## src/rtl/lr35902_oam_dma.sv

```systemverilog
// OAM DMA engine: a write to FF46 copies LENGTH bytes from {page,00} on the
// system bus into sprite attribute RAM, one byte every four clocks.
module lr35902_oam_dma #(
    parameter int START_DELAY = 4,
    parameter int LENGTH      = 160
) (
    input  logic        clk,
    input  logic        reset,
    input  logic [7:0]  reg_din,
    input  logic        reg_write,
    output logic [7:0]  reg_dout,
    output logic [15:0] bus_adr,
    output logic        bus_read,
    input  logic [7:0]  bus_din,
    output logic [7:0]  oam_adr,
    output logic [7:0]  oam_dout,
    output logic        oam_write,
    output logic        active,
    output logic        busy
);
    localparam int DW = (START_DELAY > 1) ? $clog2(START_DELAY) : 1;

    typedef enum logic [1:0] {IDLE, START, XFER} state_t;

    state_t          state_q;
    logic [DW-1:0]   delay_q;
    logic [1:0]      phase_q;
    logic [8:0]      cnt_q;
    logic [7:0]      page_q;
    logic [7:0]      reg_dout_q;
    logic [15:0]     bus_adr_q;
    logic            bus_read_q;
    logic [7:0]      oam_adr_q;
    logic [7:0]      oam_dout_q;
    logic            oam_write_q;
    logic            active_q;
    logic            busy_q;

    logic [7:0]      page_d;
    logic [7:0]      idx;
    logic [7:0]      idx_nx;
    logic            last_byte;

    // Sources at E000 and above alias work RAM at C000 (echo region).
    assign page_d    = (reg_din >= 8'hE0) ? (reg_din - 8'h20) : reg_din;
    // Byte count is 9 bits so LENGTH=256 ends on the count, not on idx wrap.
    assign idx       = cnt_q[7:0];
    assign idx_nx    = cnt_q[7:0] + 8'd1;
    assign last_byte = (cnt_q == 9'(LENGTH - 1));

    always_ff @(posedge clk or posedge reset) begin
        if (reset) begin
            state_q     <= IDLE;
            delay_q     <= '0;
            phase_q     <= '0;
            cnt_q       <= '0;
            page_q      <= '0;
            reg_dout_q  <= '0;
            bus_adr_q   <= '0;
            bus_read_q  <= 1'b0;
            oam_adr_q   <= '0;
            oam_dout_q  <= '0;
            oam_write_q <= 1'b0;
            active_q    <= 1'b0;
            busy_q      <= 1'b0;
        end else if (reg_write) begin
            // A new write always wins: abort any copy and restart the delay.
            reg_dout_q  <= reg_din;
            page_q      <= page_d;
            delay_q     <= DW'(START_DELAY - 1);
            cnt_q       <= '0;
            phase_q     <= '0;
            state_q     <= START;
            busy_q      <= 1'b1;
            active_q    <= 1'b0;
            bus_read_q  <= 1'b0;
            oam_write_q <= 1'b0;
        end else begin
            case (state_q)
                START: begin
                    if (delay_q == '0) begin
                        state_q    <= XFER;
                        active_q   <= 1'b1;
                        bus_adr_q  <= {page_q, 8'h00};
                        bus_read_q <= 1'b1;
                        phase_q    <= 2'd0;
                    end else begin
                        delay_q <= delay_q - DW'(1);
                    end
                end
                XFER: begin
                    case (phase_q)
                        2'd0: phase_q <= 2'd1;
                        2'd1: begin
                            phase_q     <= 2'd2;
                            bus_read_q  <= 1'b0;
                            oam_dout_q  <= bus_din;
                            oam_adr_q   <= idx;
                            oam_write_q <= 1'b1;
                        end
                        // Address and data stay put through p3 so the strobe fall commits them.
                        2'd2: begin
                            phase_q     <= 2'd3;
                            oam_write_q <= 1'b0;
                        end
                        default: begin
                            phase_q <= 2'd0;
                            if (last_byte) begin
                                state_q  <= IDLE;
                                active_q <= 1'b0;
                                busy_q   <= 1'b0;
                            end else begin
                                cnt_q      <= cnt_q + 9'd1;
                                bus_adr_q  <= {page_q, idx_nx};
                                bus_read_q <= 1'b1;
                            end
                        end
                    endcase
                end
                default: ;
            endcase
        end
    end

    assign reg_dout  = reg_dout_q;
    assign bus_adr   = bus_adr_q;
    assign bus_read  = bus_read_q;
    assign oam_adr   = oam_adr_q;
    assign oam_dout  = oam_dout_q;
    assign oam_write = oam_write_q;
    assign active    = active_q;
    assign busy      = busy_q;

endmodule

```

## config.mk

```make
export PLATFORM = sky130hd
export DESIGN_NAME = lr35902_oam_dma
export DESIGN_NICKNAME = d
export VERILOG_FILES = /design/src/rtl/lr35902_oam_dma.sv
export SDC_FILE = /design/constraint.sdc
export NUM_CORES = 1
export LEC_CHECK = 0
export ABC_AREA = 1
export CORE_MARGIN = 4
export CORE_UTILIZATION = 45
export CTS_BUF_LIST = sky130_fd_sc_hd__clkbuf_8
export CTS_CLUSTER_SIZE = 8
export DETAILED_ROUTE_END_ITERATION = 10
export DONT_BUFFER_PORTS = 1
export GPL_ROUTABILITY_DRIVEN = 0
export PLACE_DENSITY_LB_ADDON = 0.2
export SLEW_MARGIN = 20
export SYNTH_ARGS = -nofsm -noshare
export SYNTH_HDL_FRONTEND = slang
export SYNTH_SLANG_ARGS = --single-unit
```

## constraint.sdc

```tcl
create_clock -name clk -period 5.75 [get_ports clk]
set_clock_uncertainty 0.2 [all_clocks]
set_input_delay 1.15 -clock clk [delete_from_list [all_inputs] [get_ports clk]]
set_output_delay 1.15 -clock clk [all_outputs]
set_load 0.1 [all_outputs]
```

# Word level (Yosys, flattened, before mapping)
# Cells that the tools add are included.
# totals
reg_bits	67
input_bits	19
output_inout_bits	44
elab_cells	89
# classes
addsub	4
n_lt_le_gt_ge	1
n_eq_ne	16
n_mux	35
bitwise_logic	1
n_reduce_logical	19
# ops
cell	count
$mux 16	3
$mux 9	4
$pmux 16 s2	1
$mux 2	9
$ne 3x3->1 const B	4
$mux 1	10
$ne 2x2->1 const B	5
$add 9x1->9 const B	1
$eq 9x8->1 const B	1
$reduce_and 3->1	3
$add 8x1->8 const B	1
$ge 8x8->1 const B	1
$mux 8	1
$pmux 1 s2	4
$pmux 2 s2	2
$reduce_and 4->1	2
$reduce_bool 2->1	4
$sub 8x6->8 const B	1
$pmux 2 s3	1
$reduce_and 2->1	3
$reduce_bool 3->1	2
$reduce_and 5->1	1
$eq 2x1->1 const B	2
$eq 2x2->1 const B	2
7 further kinds	8

# Logic depth before layout (Yosys ltp)
# Gate-level depths: netlist of run 1.
# logic_depth
depth_word	5
depth_mapped	10
depth_no_buf	9

# Worst setup path before layout of run 1
# No wires, ideal clock.
# synth_path
path_kind	register to output
start	register active_q, in the netlist active
end	output active
t_arrival_ps	942
t_required_ps	4400
slack_ps	3458
path_stages_with_launch	1
path_buffers	0
path_cell_list	dfrtp_1
# synth_rtl
item	line_no	text
start: declaration	36	logic active_q;
start signal: assignment	64	active_q <= 1'b0;
start signal: assignment	75	active_q <= 1'b0;
start signal: assignment	83	active_q <= 1'b1;
end: declaration	18	output logic active,
# No word-level cell between the ends.

# Worst setup path in the final report of run 1
# layout_path
start	input reg_write
end	register oam_adr_q[0], in the netlist oam_adr[0]
# layout_via
elab_chain_len	2
# layout_rtl
item	line_no	text
start: declaration	10	input logic reg_write,
$not 1->1 (no source line)	--	
$reduce_and 3->1 (no source line)	--	
end signal: assignment	98	oam_adr_q <= idx;
end: declaration	33	logic [7:0] oam_adr_q;
# Every way passes these cells.
# A chain may end at the register's enable or synchronous reset.

==> results of run 1 <==
## cell type report
type	count	share of cell area, %
inverter	27	3.510
tap	75	3.171
multi-input combinational	215	36.11
clock inverter	5	0.7188
sequential	61	51.59
clock buffer	10	4.651
timing repair buffer	1	0.2537
## metrics by stage
step | cell area (sq um) | std cells
after global placement | 2800 | 379
after detailed placement | 2800 | 379
after global routing | 2959 | 394
after CTS | 2959 | 394
after floorplan | 2786 | 316
final | 2959 | 394
## tightest hold or removal path: cells and delay by family (launching register included)
family / cells / cell delay [ns]
flip-flops: 1 / 0.34
AND/OR/NAND/NOR: 2 / 0.10
## state kept, by name (all words and copies together) (netlist names)
| name | count |
|---|---|
| oam_write | 1 |
| phase_q | 2 |
| busy | 1 |
| oam_dout | 8 |
| bus_adr | 16 |
| cnt_q | 9 |
| oam_adr | 8 |
| active | 1 |
| bus_read | 1 |
| delay_q | 2 |
| page_q | 8 |
| reg_dout | 3 |
| state_q | 1 |
## metal layers
metal	track usage [%]	up-vias
met5	0	-
met3	8.080	7
met2	25.52	48
met1	21.15	880
li1	-	986
met4	6.091	0
## synth_stat cells, types with 2 or more instances
library cell  number
nand2_1          103
dfrtp_1           61
nand3_1           26
inv_1             24
o21ai_0           23
nand2_2           22
nor2_1            13
ha_1               7
buf_4              5
a21oi_1            4
buf_2              3
clkbuf_1           3
nand4_1            3
xor2_1             3
inv_2              2
nor2_2             2
## layout by cell type (no fill, tap or decap), types with 4 or more instances in the layout
cell type  instances
o21ai_0           23
nand3_1           26
clkbuf_8          10
nand2_2           22
ha_1               7
nand2_1          103
a21oi_1            4
dfrtp_1           61
inv_1             26
nor2_1            13
## power groups by stage
stage                     logic [mW]  registers [mW]  clock network, mW
after CTS                     0.0793           0.695              0.321
after detailed placement      0.0791           0.703                  0
after global placement        0.0759           0.703                  0
final                         0.0768           0.694              0.310
after floorplan               0.0964           0.671                  0
after global routing          0.0912           0.698              0.346
## worst max path at each step
stage                         start                endpoint  slack, ns  cells after the start
after floorplan               reset      active$_DFFE_PP0P_       2.89                      1
after global placement    reg_write  oam_adr[1]$_DFFE_PP0P_       2.55                      6
after detailed placement  reg_write  oam_adr[7]$_DFFE_PP0P_       2.44                      6
after CTS                 reg_write  oam_adr[7]$_DFFE_PP0P_       2.79                      6
after global routing      reg_write  oam_adr[4]$_DFFE_PP0P_       2.52                      6
final                     reg_write  oam_adr[0]$_DFFE_PP0P_       2.82                      5
## logic make-up after synthesis
logic type	Yosys count
xor+xnor	3
compound gates	30
fa+ha+maj	7
buf+inv	40
simple gates	175
flops	61
==> flow_summary.yaml, run 1 <==
synth:
  synth_xor_area_share_pct: 0.9430
  synth.area.top_cells: "dfrtp_1 55%, nand2_1 14%, nand2_2 4.9%"
  avgSynthCellArea_sq_um: 8.818
  synthArstFlopShare_pct: 100.0
  ys_warn_count: 0
  synth_edf_count: 0
  synth-simple-area-share_pct: 28.65
  synth_flop_cell: "dfrtp_1"
  yosys.area_share.adder_pct: 3.143
  syn-instance-count: 316
  ys_seq_area_share_pct: 54.78
  yosys.area.top_type_share_pct: 54.78
  synth_compound_area_share_pct: 5.613
  synth_top_area_cell: "dfrtp_1"
  ys_ff_latch: 61
  muxShareOfSynthArea_pct: 0
  yosysUniqueCellTypes: 28
  synth_area_sq_um: 2786
  syn_nets: 342
  synth_top_family_by_area: "simple AND/OR/NAND/NOR gates"
finish:
  drive_gt1_share_pct: 14.42
  final_nets: 341
  register_area_sq_um: 1526
  utilization_pct: 49.68
  fillers: 579
  areaGrowthSynthToFinish_pct: 6.197
  antenna_cells: 0
  multiInputGateArea_sq_um: 1069
drt:
  drc: 0
  drtIter0Drc: 62
  drt-met1-wl_um: 2573
  antenna_left: 0
  drt-total-wl_um: 5585
  wire_per_inst_um: 14.18
  firstDrtPassIters: 4
  vias: 1921
  routed_via_density: 4.876
  wl_met3_um: 351
  highest_layer: "met4"
  wl_met2_um: 2566
pwr:
  power_frac_clock_pct: 28.7
  ir_drop_v: 0.0001869
  p_sw_uw: 438.4
  power_frac_seq_pct: 64.2
  p_total_mw: 1.081
  power_leakage_nw: 1.526
  p_int_uw: 642.6
  power_frac_comb_pct: 7.1
  switching_share_pct: 40.56
  power_density_nw_per_um2: 365.3
critical_path:
  cp_data_required_time_ns: 5.78
  regToRegSetupSlack_ns: 3.05
  worstSetupStartpointType: "input port"
  end_kind: "register"
  arrival_ns: 2.96
  rr_worst_depth: 4
  cp_slowest_cell: "nand2_1"
  cpMostUsedCell: "inv_1"
  max_stage_delay_ns: 0.50
  path_cells: "inv_1 > nand3_1 > inv_1 > nand2_1 > o21ai_0"
  r2r_end: "oam_adr[0]$_DFFE_PP0P_"
  critPathKind: "input port to register"
  path_buf_inv: 2
  path_delay_family: "buffers and inverters"
  path_max_fanout: 24
  r2r_start: "active$_DFFE_PP0P_"
floorplanning:
  rows: 28
  initial_core_util_pct: 46.79
  die_area_sq_um: 7515
  die_h_um: 86.69
  die_w_um: 86.69
  io_pins: 63
  core_sq_um: 5956
cts:
  cts_setup_buffers: 0
  htree_levels: 3
  cts_hold_buf: 0
  clkLatencyLatePin_ns: 0.32
  cts_buffer_depth: 2
  clock-sinks: 61
  root_buffer: "clkbuf_8"
  cts_tree: "yes"
  clk_pin_slew_ns: 0.06
  ctsResizeCount: 0
  cts_inserted_buffers: 9
timing:
  whs_ns: 0.2723
  worstMarginPinSlew_ns: 0.9931
  finalCritPeriodShare_pct: 50.88
  fin_ws_ns: 2.824
  min_period_ns: 2.926
  fmax_ghz: 0.3418
  hold_viol: 0
  setup_violations: 0
  setup_tns_ns: 0
  rsz0062_at_grt: "false"
  slew_headroom_pct: 33.79
  slew_violations: 0
worst_hold_path:
  worst_hold_path_type: "register to register"
  hold_start: "state_q[0]$_DFFE_PP0P_"
  worstHoldPathCells: 2
  hold_end: "state_q[0]$_DFFE_PP0P_"
grt:
  grt_pass1_wl_um: 9722
  overflow: 0
  track_usage_pct: 16.91
  first_global_vias: 2032
  grt_antenna_before_repair: 0
  grt_max_degree: 62
placement:
  place_ws_ns: 2.444
  dp_hpwl_um: 3901
  io_buffers: 0
status:
  status: "completed"
job:
  max_cap_violations: 0
Power figures use the tool's default switching activity.
==> run 2: changes to the inputs <==
==> constraint.sdc (replaced) <==
create_clock -name clk -period 2.73 [get_ports clk]
set_clock_uncertainty 0.2 [all_clocks]
set_input_delay 0.546 -clock clk [delete_from_list [all_inputs] [get_ports clk]]
set_output_delay 0.546 -clock clk [all_outputs]
set_load 0.1 [all_outputs]
==> run 2 against run 1 <==
  * Final cell count increased by 11%
  * Combinational power increased to 8.0 times the previous value
  * Die area stayed put
  * First-iteration DRC count grew 71%
  * Via count rose by 10%
  * Sequential power is 59% higher
  * Highest routed layer unchanged
==> flow_summary.yaml, run 2 (synthesis results as in run 1) <==
finish:
  layout_common_cells: "103 x nand2_1, 61 x dfrtp_1, 41 x buf_4"
  utilization_pct: 55.80
  final_cell_area_sq_um: 3323
  areaGrowthSynthToFinish_pct: 19.26
  fillers: 561
  antenna_cells: 0
  register_area_sq_um: 1526
  largest_reg_flops: 16
  final_common_cell: "nand2_1"
  final_nets: 383
  fin_cells: 437
  multiInputGateArea_sq_um: 1069
  drive_gt1_share_pct: 24.59
pwr:
  power_leakage_nw: 1.759
  power_frac_comb_pct: 24.5
  p_int_mw: 1.531
  power_frac_clock_pct: 31.7
  p_sw_uw: 977.4
  power_frac_seq_pct: 43.9
  switching_share_pct: 38.97
  ir_drop_v: 0.0003786
  power_density_nw_per_um2: 754.7
critical_path:
  cp_slowest_cell: "nand2_1"
  path_cells: "inv_1 > ha_1 > nand2_1 > o21ai_0"
  end_kind: "register"
  max_stage_delay_ns: 0.51
  cp_data_required_time_ns: 2.78
  path_max_fanout: 24
  worstSetupStartpointType: "register"
  arrival_ns: 2.10
  critPathKind: "register to register"
  regToRegSetupSlack_ns: 0.68
  path_buf_inv: 1
  path_delay_family: "simple AND/OR/NAND/NOR gates"
cts:
  htree_levels: 3
  root_buffer: "clkbuf_8"
  clock-sinks: 61
  cts_tree: "yes"
  cts_setup_buffers: 0
  cts_inserted_buffers: 9
  clk_pin_slew_ns: 0.07
  clkLatencyLatePin_ns: 0.35
  cts_buffer_depth: 2
timing:
  worstMarginPinSlew_ns: 0.9138
  min_period_ns: 2.048
  hold_viol: 0
  slew_violations: 0
  fmax_ghz: 0.4883
  finalCritPeriodShare_pct: 75.01
  rsz0062_at_grt: "false"
  setup_tns_ns: 0
  slew_headroom_pct: 39.08
  setup_violations: 0
grt:
  overflow: 0
  grt_pass1_wl_um: 9632
  first_global_vias: 1983
  track_usage_pct: 16.96
  grt_antenna_before_repair: 0
  grt_max_degree: 37
floorplanning:
  io_pins: 63
  die_h_um: 86.69
  core_sq_um: 5956
  die_w_um: 86.69
  rows: 28
  initial_core_util_pct: 46.79
  die_area_sq_um: 7515
worst_hold_path:
  worst_hold_path_type: "input port to register"
placement:
  dpl_cell_area_sq_um: 3120
  dp_hpwl_um: 4142
  dp.cells: 420
  io_buffers: 0
drt:
  wire_per_inst_um: 13.54
  drtIter0Drc: 106
  drt-total-wl_um: 5916
  firstDrtPassIters: 4
  drc: 0
  antenna_left: 0
  routed_via_density: 4.854
  vias: 2121
status:
  status: "completed"
job:
  max_cap_violations: 0
[run 2: worst paths after layout]
| path | start | to | cells after the start |
|---|---|---|---|
| max in group asynchronous | reset | oam_dout[5]$_DFFE_PP0P_ | 3 |
| max reg2reg | phase_q[1]$_DFFE_PP0P_ | oam_adr[2]$_DFFE_PP0P_ | 4 |
| min | reg_write | page_q[4]$_DFFE_PP0P_ | 2 |
| max | phase_q[1]$_DFFE_PP0P_ | oam_adr[2]$_DFFE_PP0P_ | 4 |
| min reg2reg | state_q[0]$_DFFE_PP0P_ | state_q[0]$_DFFE_PP0P_ | 2 |
| min in group asynchronous | reset | bus_adr[14]$_DFFE_PP0P_ | 2 |
[run 2: through the flow]
| step | worst slack [ns] | total power [mW] | hold slack (ns) |
|---|---|---|---|
| after detailed placement | 0.5975 | 1.736 | 0.2639 |
| after global routing | 0.4998 | 2.611 | 0.1018 |
| final | 0.6822 | 2.508 | 0.1108 |
| after floorplan | 0.4710 | 1.616 | 0.2419 |
| after CTS | 0.6766 | 2.528 | 0.1054 |
| after global placement | 0.6517 | 1.729 | 0.2554 |
[run 2: power groups by stage]
| stage | sequential [mW] | clock (mW) | combinational [mW] |
|---|---|---|---|
| after floorplan | 1.41 | 0 | 0.203 |
| after global placement | 1.11 | 0 | 0.614 |
| after detailed placement | 1.12 | 0 | 0.619 |
| after CTS | 1.10 | 0.806 | 0.621 |
| after global routing | 1.11 | 0.852 | 0.651 |
| final | 1.10 | 0.794 | 0.614 |
[run 2: repair_timing]
action	in CTS	in global routing
hold buffers	1	0
endpoints found under the hold margin	25	0
endpoints found under the setup margin	0	0
gates resized for setup	0	0
[run 2: worst reg2reg max path: stages, from the launching register on]
cell and delay (ns):
dfrtp_1 0.40, inv_1 0.10, ha_1 0.42, nand2_1 0.51, o21ai_0 0.33
[run 2: cell type report]
class,instances,share of cell area [%]
well taps,75,2.824
clock inverters,6,1.657
multi-input cells,215,32.15
inverters,27,3.125
repair buffers,43,10.17
clock buffers,10,4.142
flip-flops and latches,61,45.93
[run 2: routing by layer]
layer / routed length [um] / vias up / global-route usage, %
met3: 447 / 15 / 6.084
met5: 0 / - / 0
met1: 2532 / 971 / 21.64
met4: 187 / 0 / 10.48
li1: - / 1082 / -
met2: 2748 / 53 / 24.48
